$ cat src/rtl/xpmwrap_pkg.sv
`default_nettype none
// ============================================================================
//  Module   : xpmwrap_pkg
//  Purpose  : Shared types and constants for the xpmwrap RAM port controller.
//             Holds the response record layout and the default RAM read
//             latency.
//  Revision : 1.0 - initial release
// ============================================================================
package xpmwrap_pkg;

    localparam int XPMWRAP_RAM_LATENCY_DEFAULT = 2;
    localparam int XPMWRAP_DATA_WIDTH          = 32;
    localparam int XPMWRAP_ERR_WIDTH           = 2;

    // One read response: {double-bit error, single-bit error} plus data.
    typedef struct packed {
        logic [XPMWRAP_ERR_WIDTH-1:0]  err;
        logic [XPMWRAP_DATA_WIDTH-1:0] data;
    } xpmwrap_rsp_t;

endpackage
`default_nettype wire

$ cat src/rtl/xpmwrap_tdpram_port_ctrl_if.sv
`default_nettype none
// ============================================================================
//  Module   : xpmwrap_tdpram_port_ctrl_if
//  Purpose  : Request/response handshake bundle between a client engine
//             (master) and the RAM port controller (slave).
//  Revision : 1.0 - initial release
// ============================================================================
interface xpmwrap_tdpram_port_ctrl_if
    import xpmwrap_pkg::*;
#(
    parameter int ADDR_WIDTH = 6,
    parameter int DATA_WIDTH = 32
);
    logic                         req_valid;
    logic                         req_ready;
    logic                         req_we;
    logic [ADDR_WIDTH-1:0]        req_addr;
    logic [DATA_WIDTH-1:0]        req_wdata;
    logic                         rsp_valid;
    logic                         rsp_ready;
    logic [DATA_WIDTH-1:0]        rsp_rdata;
    logic [XPMWRAP_ERR_WIDTH-1:0] rsp_err;

    modport master (
        output req_valid, req_we, req_addr, req_wdata, rsp_ready,
        input  req_ready, rsp_valid, rsp_rdata, rsp_err
    );

    modport slave (
        input  req_valid, req_we, req_addr, req_wdata, rsp_ready,
        output req_ready, rsp_valid, rsp_rdata, rsp_err
    );
endinterface
`default_nettype wire

$ cat src/rtl/xpmwrap_sync_fifo.sv
`default_nettype none
// ============================================================================
//  Module   : xpmwrap_sync_fifo
//  Purpose  : Single-clock FIFO. Outputs (data, empty, full, count) come
//             only from registered state, so a pushed entry is visible the
//             cycle after the push (no fall-through).
//  Revision : 1.0 - initial release
// ============================================================================
module xpmwrap_sync_fifo #(
    parameter int WIDTH = 32,
    parameter int DEPTH = 4
) (
    input  logic                         clk,
    input  logic                         rst,
    input  logic                         push,
    input  logic [WIDTH-1:0]             push_data,
    input  logic                         pop,
    output logic [WIDTH-1:0]             pop_data,
    output logic                         empty,
    output logic                         full,
    output logic [$clog2(DEPTH):0]       count
);
    localparam int AW = $clog2(DEPTH);
    localparam int CW = AW + 1;

    logic [CW-1:0]    wr_ptr_q, wr_ptr_d;
    logic [CW-1:0]    rd_ptr_q, rd_ptr_d;
    logic [WIDTH-1:0] mem_q [DEPTH];
    logic [WIDTH-1:0] mem_d [DEPTH];

    // Pointer wrap bit distinguishes full from empty.
    assign count    = wr_ptr_q - rd_ptr_q;
    assign empty    = (count == '0);
    assign full     = (count == CW'(DEPTH));
    assign pop_data = mem_q[rd_ptr_q[AW-1:0]];

    // Next-state: write the entry at the tail, advance pointers.
    always_comb begin
        wr_ptr_d = wr_ptr_q;
        rd_ptr_d = rd_ptr_q;
        mem_d    = mem_q;
        if (push) begin
            mem_d[wr_ptr_q[AW-1:0]] = push_data;
            wr_ptr_d                = wr_ptr_q + CW'(1);
        end
        if (pop && !empty) begin
            rd_ptr_d = rd_ptr_q + CW'(1);
        end
    end

    // State register; storage is cleared so the data output is 0 after reset.
    always_ff @(posedge clk) begin
        if (rst) begin
            wr_ptr_q <= '0;
            rd_ptr_q <= '0;
            for (int i = 0; i < DEPTH; i++) begin
                mem_q[i] <= '0;
            end
        end else begin
            wr_ptr_q <= wr_ptr_d;
            rd_ptr_q <= rd_ptr_d;
            mem_q    <= mem_d;
        end
    end

    // Callers size their credits so a push never meets a full buffer.
    a_no_overflow : assert property (@(posedge clk) disable iff (rst) !(push && full));

endmodule
`default_nettype wire

$ cat src/rtl/xpmwrap_tdpram_port_ctrl.sv
`default_nettype none
// ============================================================================
//  Module   : xpmwrap_tdpram_port_ctrl
//  Purpose  : Drives one port of xpmwrap_tdpram from a valid/ready request
//             stream and returns read data on a valid/ready response stream.
//             Reads are credit-limited so the response buffer never overflows
//             while the consumer stalls; writes are never throttled.
//  Options  : XPMWRAP_PORT_CTRL_ECC_EN - carry RAM sbiterr/dbiterr through to
//             rsp_err; otherwise rsp_err is tied to 0.
//  Revision : 1.0 - initial release
// ============================================================================
module xpmwrap_tdpram_port_ctrl
    import xpmwrap_pkg::*;
#(
    parameter int ADDR_WIDTH   = 6,
    parameter int DATA_WIDTH   = 32,
    parameter int READ_LATENCY = XPMWRAP_RAM_LATENCY_DEFAULT,
    parameter int FIFO_DEPTH   = 4
) (
    input  logic                            clka,
    input  logic                            rsta,
    xpmwrap_tdpram_port_ctrl_if.slave       bus,
    output logic                            ram_ena,
    output logic                            ram_wea,
    output logic [ADDR_WIDTH-1:0]           ram_addr,
    output logic [DATA_WIDTH-1:0]           ram_din,
    output logic                            ram_regce,
    output logic                            ram_rst,
    input  logic [DATA_WIDTH-1:0]           ram_dout,
    input  logic                            ram_sbiterr,
    input  logic                            ram_dbiterr
);
    localparam int          CNT_W       = $clog2(FIFO_DEPTH) + 1;
    localparam int          INF_W       = $clog2(READ_LATENCY + 1);
    localparam logic [31:0] DEPTH_LIMIT = FIFO_DEPTH;
`ifdef XPMWRAP_PORT_CTRL_ECC_EN
    localparam int          ENTRY_W     = DATA_WIDTH + XPMWRAP_ERR_WIDTH;
`else
    localparam int          ENTRY_W     = DATA_WIDTH;
`endif

    logic                    req_accept;
    logic                    rd_accept;
    logic                    credit_ok;
    logic                    rsp_pop;
    logic [READ_LATENCY-1:0] rd_pipe_q, rd_pipe_d;
    logic [INF_W-1:0]        inflight;
    logic [CNT_W-1:0]        fifo_count;
    logic [ENTRY_W-1:0]      fifo_wdata;
    logic [ENTRY_W-1:0]      fifo_rdata;
    logic                    fifo_empty;
    logic                    fifo_full;

    // A read may only start if its response already has a reserved slot:
    // buffered responses plus reads still inside the RAM pipeline.
    assign credit_ok     = ({{(32-CNT_W){1'b0}}, fifo_count}
                          + {{(32-INF_W){1'b0}}, inflight}) < DEPTH_LIMIT;
    assign bus.req_ready = !rsta && (bus.req_we || credit_ok);
    assign req_accept    = bus.req_valid && bus.req_ready;
    assign rd_accept     = req_accept && !bus.req_we;

    // RAM samples these on the same edge as the handshake.
    assign ram_ena   = req_accept;
    assign ram_wea   = req_accept && bus.req_we;
    assign ram_addr  = bus.req_addr;
    assign ram_din   = bus.req_wdata;
    assign ram_regce = 1'b1;
    assign ram_rst   = rsta;

    // Read-tracking shift register: one bit per outstanding RAM read stage.
    always_comb begin
        rd_pipe_d = READ_LATENCY'({rd_pipe_q, rd_accept});
    end

    // Count reads still inside the RAM pipeline.
    always_comb begin
        inflight = '0;
        for (int i = 0; i < READ_LATENCY; i++) begin
            inflight = inflight + INF_W'(rd_pipe_q[i]);
        end
    end

    // Shift register state; reset drops all outstanding reads.
    always_ff @(posedge clka) begin
        if (rsta) begin
            rd_pipe_q <= '0;
        end else begin
            rd_pipe_q <= rd_pipe_d;
        end
    end

`ifdef XPMWRAP_PORT_CTRL_ECC_EN
    assign fifo_wdata  = {ram_dbiterr, ram_sbiterr, ram_dout};
    assign bus.rsp_err = rsta ? '0 : fifo_rdata[ENTRY_W-1 -: XPMWRAP_ERR_WIDTH];
`else
    logic unused_ecc_flags;
    assign unused_ecc_flags = ram_sbiterr ^ ram_dbiterr;
    assign fifo_wdata       = ram_dout;
    assign bus.rsp_err      = '0;
`endif

    // Response path: outputs forced to idle while reset is held.
    assign bus.rsp_valid = !rsta && !fifo_empty;
    assign bus.rsp_rdata = rsta ? '0 : fifo_rdata[DATA_WIDTH-1:0];
    assign rsp_pop       = bus.rsp_valid && bus.rsp_ready;

    xpmwrap_sync_fifo #(
        .WIDTH (ENTRY_W),
        .DEPTH (FIFO_DEPTH)
    ) u_rsp_fifo (
        .clk       (clka),
        .rst       (rsta),
        .push      (rd_pipe_q[READ_LATENCY-1]),
        .push_data (fifo_wdata),
        .pop       (rsp_pop),
        .pop_data  (fifo_rdata),
        .empty     (fifo_empty),
        .full      (fifo_full),
        .count     (fifo_count)
    );

    logic unused_fifo_full;
    assign unused_fifo_full = fifo_full;

endmodule
`default_nettype wire

$ cat src/flat_wrapper.sv
// flat-port wrapper written by rule: the top's interface ports become plain ports
module xpmwrap_tdpram_port_ctrl_flat import xpmwrap_pkg::*;
#(
    parameter int ADDR_WIDTH   = 6,
    parameter int DATA_WIDTH   = 32,
    parameter int READ_LATENCY = XPMWRAP_RAM_LATENCY_DEFAULT,
    parameter int FIFO_DEPTH   = 4
)
  (clka, rsta, ram_ena, ram_wea, ram_addr, ram_din, ram_regce, ram_rst, ram_dout, ram_sbiterr, ram_dbiterr, bus_req_valid, bus_req_we, bus_req_addr, bus_req_wdata, bus_rsp_ready, bus_req_ready, bus_rsp_valid, bus_rsp_rdata, bus_rsp_err);
  xpmwrap_tdpram_port_ctrl_if #(.ADDR_WIDTH(ADDR_WIDTH), .DATA_WIDTH(DATA_WIDTH)) bus_i ();
  input  logic clka;
  input  logic rsta;
  output logic ram_ena;
  output logic ram_wea;
  output logic [ADDR_WIDTH-1:0] ram_addr;
  output logic [DATA_WIDTH-1:0] ram_din;
  output logic ram_regce;
  output logic ram_rst;
  input  logic [DATA_WIDTH-1:0] ram_dout;
  input  logic ram_sbiterr;
  input  logic ram_dbiterr;
  input wire logic [$bits(bus_i.req_valid)-1:0] bus_req_valid;
  input wire logic [$bits(bus_i.req_we)-1:0] bus_req_we;
  input wire logic [$bits(bus_i.req_addr)-1:0] bus_req_addr;
  input wire logic [$bits(bus_i.req_wdata)-1:0] bus_req_wdata;
  input wire logic [$bits(bus_i.rsp_ready)-1:0] bus_rsp_ready;
  output wire logic [$bits(bus_i.req_ready)-1:0] bus_req_ready;
  output wire logic [$bits(bus_i.rsp_valid)-1:0] bus_rsp_valid;
  output wire logic [$bits(bus_i.rsp_rdata)-1:0] bus_rsp_rdata;
  output wire logic [$bits(bus_i.rsp_err)-1:0] bus_rsp_err;
  assign bus_i.req_valid = bus_req_valid;
  assign bus_i.req_we = bus_req_we;
  assign bus_i.req_addr = bus_req_addr;
  assign bus_i.req_wdata = bus_req_wdata;
  assign bus_i.rsp_ready = bus_rsp_ready;
  assign bus_req_ready = bus_i.req_ready;
  assign bus_rsp_valid = bus_i.rsp_valid;
  assign bus_rsp_rdata = bus_i.rsp_rdata;
  assign bus_rsp_err = bus_i.rsp_err;
  xpmwrap_tdpram_port_ctrl #(.ADDR_WIDTH(ADDR_WIDTH), .DATA_WIDTH(DATA_WIDTH), .READ_LATENCY(READ_LATENCY), .FIFO_DEPTH(FIFO_DEPTH)) u_core (.clka(clka), .rsta(rsta), .bus(bus_i), .ram_ena(ram_ena), .ram_wea(ram_wea), .ram_addr(ram_addr), .ram_din(ram_din), .ram_regce(ram_regce), .ram_rst(ram_rst), .ram_dout(ram_dout), .ram_sbiterr(ram_sbiterr), .ram_dbiterr(ram_dbiterr));
endmodule
$ cat config.mk
export PLATFORM = sky130hd
export DESIGN_NAME = xpmwrap_tdpram_port_ctrl_flat
export DESIGN_NICKNAME = d
export VERILOG_FILES = /design/src/rtl/xpmwrap_pkg.sv /design/src/rtl/xpmwrap_tdpram_port_ctrl_if.sv /design/src/rtl/xpmwrap_sync_fifo.sv /design/src/rtl/xpmwrap_tdpram_port_ctrl.sv /design/src/flat_wrapper.sv
export SDC_FILE = /design/constraint.sdc
export NUM_CORES = 1
export LEC_CHECK = 0
export CORE_MARGIN = 1
export CORE_UTILIZATION = 30
export DETAILED_ROUTE_END_ITERATION = 8
export GPL_TIMING_DRIVEN = 1
export PLACE_DENSITY_LB_ADDON = 0.12
export SLEW_MARGIN = 20
export SYNTH_ARGS = -nofsm -noshare
export SYNTH_HDL_FRONTEND = slang
export SYNTH_SLANG_ARGS = --single-unit
$ cat constraint.sdc
create_clock -name clka -period 4.73 [get_ports clka]
set_input_delay 0.946 -clock clka [delete_from_list [all_inputs] [get_ports clka]]
set_output_delay 0.946 -clock clka [all_outputs]
set_load 0.03 [all_outputs]
== Word-level counts from Yosys, hierarchy flattened ==
Index checks and enable logic that the tools add are counted.
Cells by class
  $add $sub $neg: 5
  $mul: 0
  divide/modulo/power cells: 0
  order comparisons: 4
  equality and inequality tests: 0
  shifts and indexed selects: 0
  multiplexer cells: 7
  bitwise operators: 2
  reduce and logical (&&, ||, !) cells: 13
Operators with widths (number)
  bitwise mux 128 bit: 1
  two-way mux 32 bit: 4
  binary-select mux 32 bit (select 2 bit): 1
  demux 32 bit (select 2 bit): 1
  less-than comparator 32 x 3 -> 1 bit (second input constant): 1
  logical AND 1 bit: 8
  adder 3 x 1 -> 3 bit (second input constant): 2
  greater-or-equal comparator 3 bit (second input constant): 2
  inverter 2 -> 3 bit: 2
  adder 3 x 2 -> 4 bit: 1
  zero test 1 bit: 3
  zero test 3 bit: 1
  less-than comparator 3 x 1 -> 1 bit (second input constant): 1
  subtractor 3 bit: 1
  adder 1 x 1 -> 2 bit: 1
  logical OR 1 bit: 1
Word-level totals
  register bits after elaboration: 136
  bits in latches: 0
  memory bits (writable): 0
  memory bits (read-only): 0
  output and inout bits: 78
  word-level logic and storage cells: 38
  memories kept: 0

== Logic depth before layout (Yosys ltp) ==
  depth after elaboration: 7
  mapped depth: 7

== Hierarchy ==
Synthesis repeated with hierarchy kept, for this count alone.
Unflattened totals
  cells, all modules: 738
  area, all modules: 6217.2 um^2
Modules (own cells, without submodules)
  xpmwrap_sync_fifo: times used 1, cells an instance 644, area each 5549.1 um^2
  xpmwrap_tdpram_port_ctrl: times used 1, cells an instance 94, area each 668.1 um^2

== Worst setup path after synthesis ==
No wires, ideal clock.
  path kind: flip-flop to output port
  start point: register u_core.u_rsp_fifo.wr_ptr_q[0]
  end point: output bus_req_ready
  data arrival time: 1.971 ns
  path slack: 1.813 ns
  stages on the path, launching flop included: 7
  buffers on the path: 0
  cells stage by stage: dfxtp_1 inv_1 ha_1 fa_1 xnor3_2 o21ai_0 a21oi_1
Between the ends
  cells in the longest elaborated chain, start to end: 5
RTL lines
  start, declared: line xpmwrap_sync_fifo.sv:26  | logic [CW-1:0] wr_ptr_q, wr_ptr_d;
  start signal, assigned: line xpmwrap_sync_fifo.sv:60  | wr_ptr_q <= wr_ptr_d;
  subtractor 3 bit: line xpmwrap_sync_fifo.sv:32  | assign count = wr_ptr_q - rd_ptr_q;
  adder 3 x 2 -> 4 bit: line xpmwrap_tdpram_port_ctrl.sv:57  | + {{(32-INF_W){1'b0}}, inflight}) < DEPTH_LIMIT;
  less-than comparator 32 x 3 -> 1 bit: line xpmwrap_tdpram_port_ctrl.sv:57
  logical OR 1 bit: line xpmwrap_tdpram_port_ctrl.sv:58  | assign bus.req_ready = !rsta && (bus.req_we || credit_ok);
  logical AND 1 bit: line xpmwrap_tdpram_port_ctrl.sv:58
  end, declared: line flat_wrapper.sv:27  | output wire logic [$bits(bus_i.req_ready)-1:0] bus_req_ready;
Every way passes these cells.

== Worst setup path in the final report ==
Same ends and word-level chain as after synthesis.

==> results.cfg <==
[cells_and_area]
final_cell_mix = 256 x nand2_1, 134 x dfxtp_1, 131 x a21oi_1
fin_area_um2 = 7430
nets = 821
area_growth_pct = 19.0
fillers = 2110
final_layout_size_suffix_gt1_frac = 0.115
final_common_cell = nand2_1

[floorplan]
die_area_um2 = 21400
pin_count = 155
rows = 52
core_area_um2 = 20300
dieWidth_um = 146
start_util = 0.307
die_h_um = 146

[worst_setup_path]
worstSetupPathType = reg2out
endpoint_kind = primary output
ff2ff_path_depth = 6
worst_ep_arrival_time_ns = 2.84
worstPathMaxFanout = 5
critical_path.startpoint_type = register
cp_data_required_time_ns = 3.78

[power_and_ir_drop]
power_frac_clock = 0.453
p_leak_uw = 0.00238
sw_frac_of_total = 0.266
p_comb_frac = 0.148
pwr-share-seq = 0.399
intPower_uw = 2190
ir_drop_v = 0.000206
net-switching-power_uw = 793
power.density_nw_per_um2 = 401

[synthesis]
syn_area_um2 = 6240
ys_async_sr_fraction = 0
synth_xor_area_frac = 0.00662
ys_seq_area_frac = 0.436
avgSynthCellArea_um2 = 8.49
synth_fa_ha_area_frac = 0.0172
ys.flop_type = dfxtp_1
ys_warn_count = 0
synth_top_family_by_area = simple AND/OR/NAND/NOR gates
synth_compound_area_frac = 0.112
synth_edf_count = 0
synth-simple-area-share = 0.206
synth_mux_area_frac = 0.121
yosys_register_bits = 136
synth_cell_types = 31
synth_cells = 735

[cts]
hold_buffers = 0
cts_resized = 0
cts_buffers = 17
clkLatencyLatePin_ns = 0.42
clock_sinks = 136
postCtsSetupBuffers = 0
cts_max_path_buffers = 2
cts_tree = yes
htree_levels = 4
path_clk_slew_ns = 0.06
clock-root-buffer = clkbuf_16

[placed_design]
dp_hpwl_mm = 9.39
gp_congestion = 0.679
port_buffers = 73
place_area_um2 = 6820

[sta]
period_needed_ns = 3.79
setup_viol = 0
rsz0062_at_grt = no
finalCritPeriodShare = 0.801
max_freq_mhz = 264
finalHoldViolCount = 0
fin_skew_ns = 0.0103
slew_headroom = 0.385
worstMarginPinSlew_ns = 0.923
setup_tns_ns = 0
slew_violations = 0

[grt]
grt-ovfl-total = 0
grt_pass1_vias = 5064
grt_usage = 0.165
antenna_found_initial = 1
grt_max_degree = 73
grt_pass1_wl_mm = 27.0

[detailed_routing]
ant_nets = 0
wirelength_mm = 16.7
vias_per_cell = 4.84
drt-pass1-iter-count = 5
via_count = 4939
routedWlPerCell_um = 16.4
drt-initial-drc-count = 343
route.detailed.drc = 0

[outcome]
status = complete, no violations

[hold_path]
min_path_type = reg2reg
whs_path_depth = 2

[flow_run]
max_cap_violations = 0
==> synth_stat cells, types with 2 or more instances <==
cell type	n	area, um2
conb_1	2	7.51
buf_1	8	30.0
and2_1	4	25.0
buf_4	42	315
dfxtp_1	136	2720
xnor2_1	2	17.5
inv_1	6	22.5
buf_6	4	45.0
mux2i_1	2	20.0
nor2_1	5	18.8
nand2_1	260	976
ha_1	7	87.6
nand2b_1	3	18.8
mux4_2	32	721
nor2b_1	34	213
o21ai_0	2	10.0
a21oi_1	131	656
buf_2	14	70.1
clkbuf_1	28	105
clkbuf_8	2	27.5
==> area by class of cell <==
type	count	area, um2	share of cell area
Clock inverter	15	179	0.0241
Tap cell	270	338	0.0455
Timing Repair Buffer	79	815	0.110
Multi-Input combinational cell	496	2920	0.393
Inverter	6	22.5	0.00303
Clock buffer	17	425	0.0573
Sequential cell	136	2730	0.367
Antenna cell	1	2.50	0.000337
==> state kept, by name, indices dropped and copies added (netlist names) <==
| register | cells |
|---|---|
| u_core.u_rsp_fifo.rd_ptr_q | 3 |
| u_core.rd_pipe_q | 2 |
| u_core.u_rsp_fifo.wr_ptr_q | 3 |
| u_core.u_rsp_fifo.mem_q | 128 |
==> metal layers <==
layer | vias up | share of wire | GRT usage
met4 | 0 | 0.014 | 0.0552
li1 | 2377 | - | -
met5 | - | 0 | 0
met3 | 34 | 0.066 | 0.0434
met2 | 145 | 0.50 | 0.281
met1 | 2383 | 0.42 | 0.201
==> per-stage QoR <==
step | utilization | power (uW) | worst slack [ns] | std cells | hold WS, ns
finish | 0.366 | 2980 | 0.944 | 1020 | 0.452
global route | 0.366 | 3110 | 0.733 | 1019 | 0.470
CTS | 0.366 | 3020 | 0.897 | 1019 | 0.453
detailed placement | 0.336 | 1670 | 1.36 | 987 | 0.444
global placement | 0.336 | 1660 | 1.39 | 987 | 0.438
floorplan | - | 1580 | 1.81 | 736 | 0.433
==> critical path, stage by stage (launching register included) <==
cell             delay (ns)
dfxtp_1                0.40
inv_1                  0.10
ha_1                   0.21
fa_1                   0.37
xnor3_2                0.30
o21ai_0                0.17
a21oi_1                0.18
clkdlybuf4s50_1        0.69
==> logic make-up (layout without fill, tap and decap cells) <==
family / Yosys count / count (layout)
AO/OA/AOI/OAI: 136 / 136
XOR/XNOR: 3 / 3
adder cells (fa/ha/maj): 8 / 8
buffers and inverters: 104 / 117
flip-flops: 136 / 136
multiplexers: 35 / 35
other: 2 / 4
AND/OR/NAND/NOR: 311 / 311
==> power groups by stage <==
stage	clock network [uW]	registers, uW	logic, uW
after floorplan	0	1200	383
after detailed placement	0	1220	451
after global routing	1440	1190	482
final	1350	1190	442
after CTS	1380	1190	452
after global placement	0	1210	447
==> worst paths after layout <==
check	startpoint	end	slack [ns]
max	u_core.u_rsp_fifo.wr_ptr_q[0]$_SDFFE_PP0P_	bus_req_ready	0.94
min reg2reg	u_core.u_rsp_fifo.mem_q[68]$_SDFFE_PP0P_	u_core.u_rsp_fifo.mem_q[68]$_SDFFE_PP0P_	0.45
max reg2reg	u_core.u_rsp_fifo.wr_ptr_q[0]$_SDFFE_PP0P_	u_core.u_rsp_fifo.rd_ptr_q[0]$_SDFFE_PP0P_	2.69
min	u_core.u_rsp_fifo.mem_q[68]$_SDFFE_PP0P_	u_core.u_rsp_fifo.mem_q[68]$_SDFFE_PP0P_	0.45
Power figures use the tool's default switching activity.
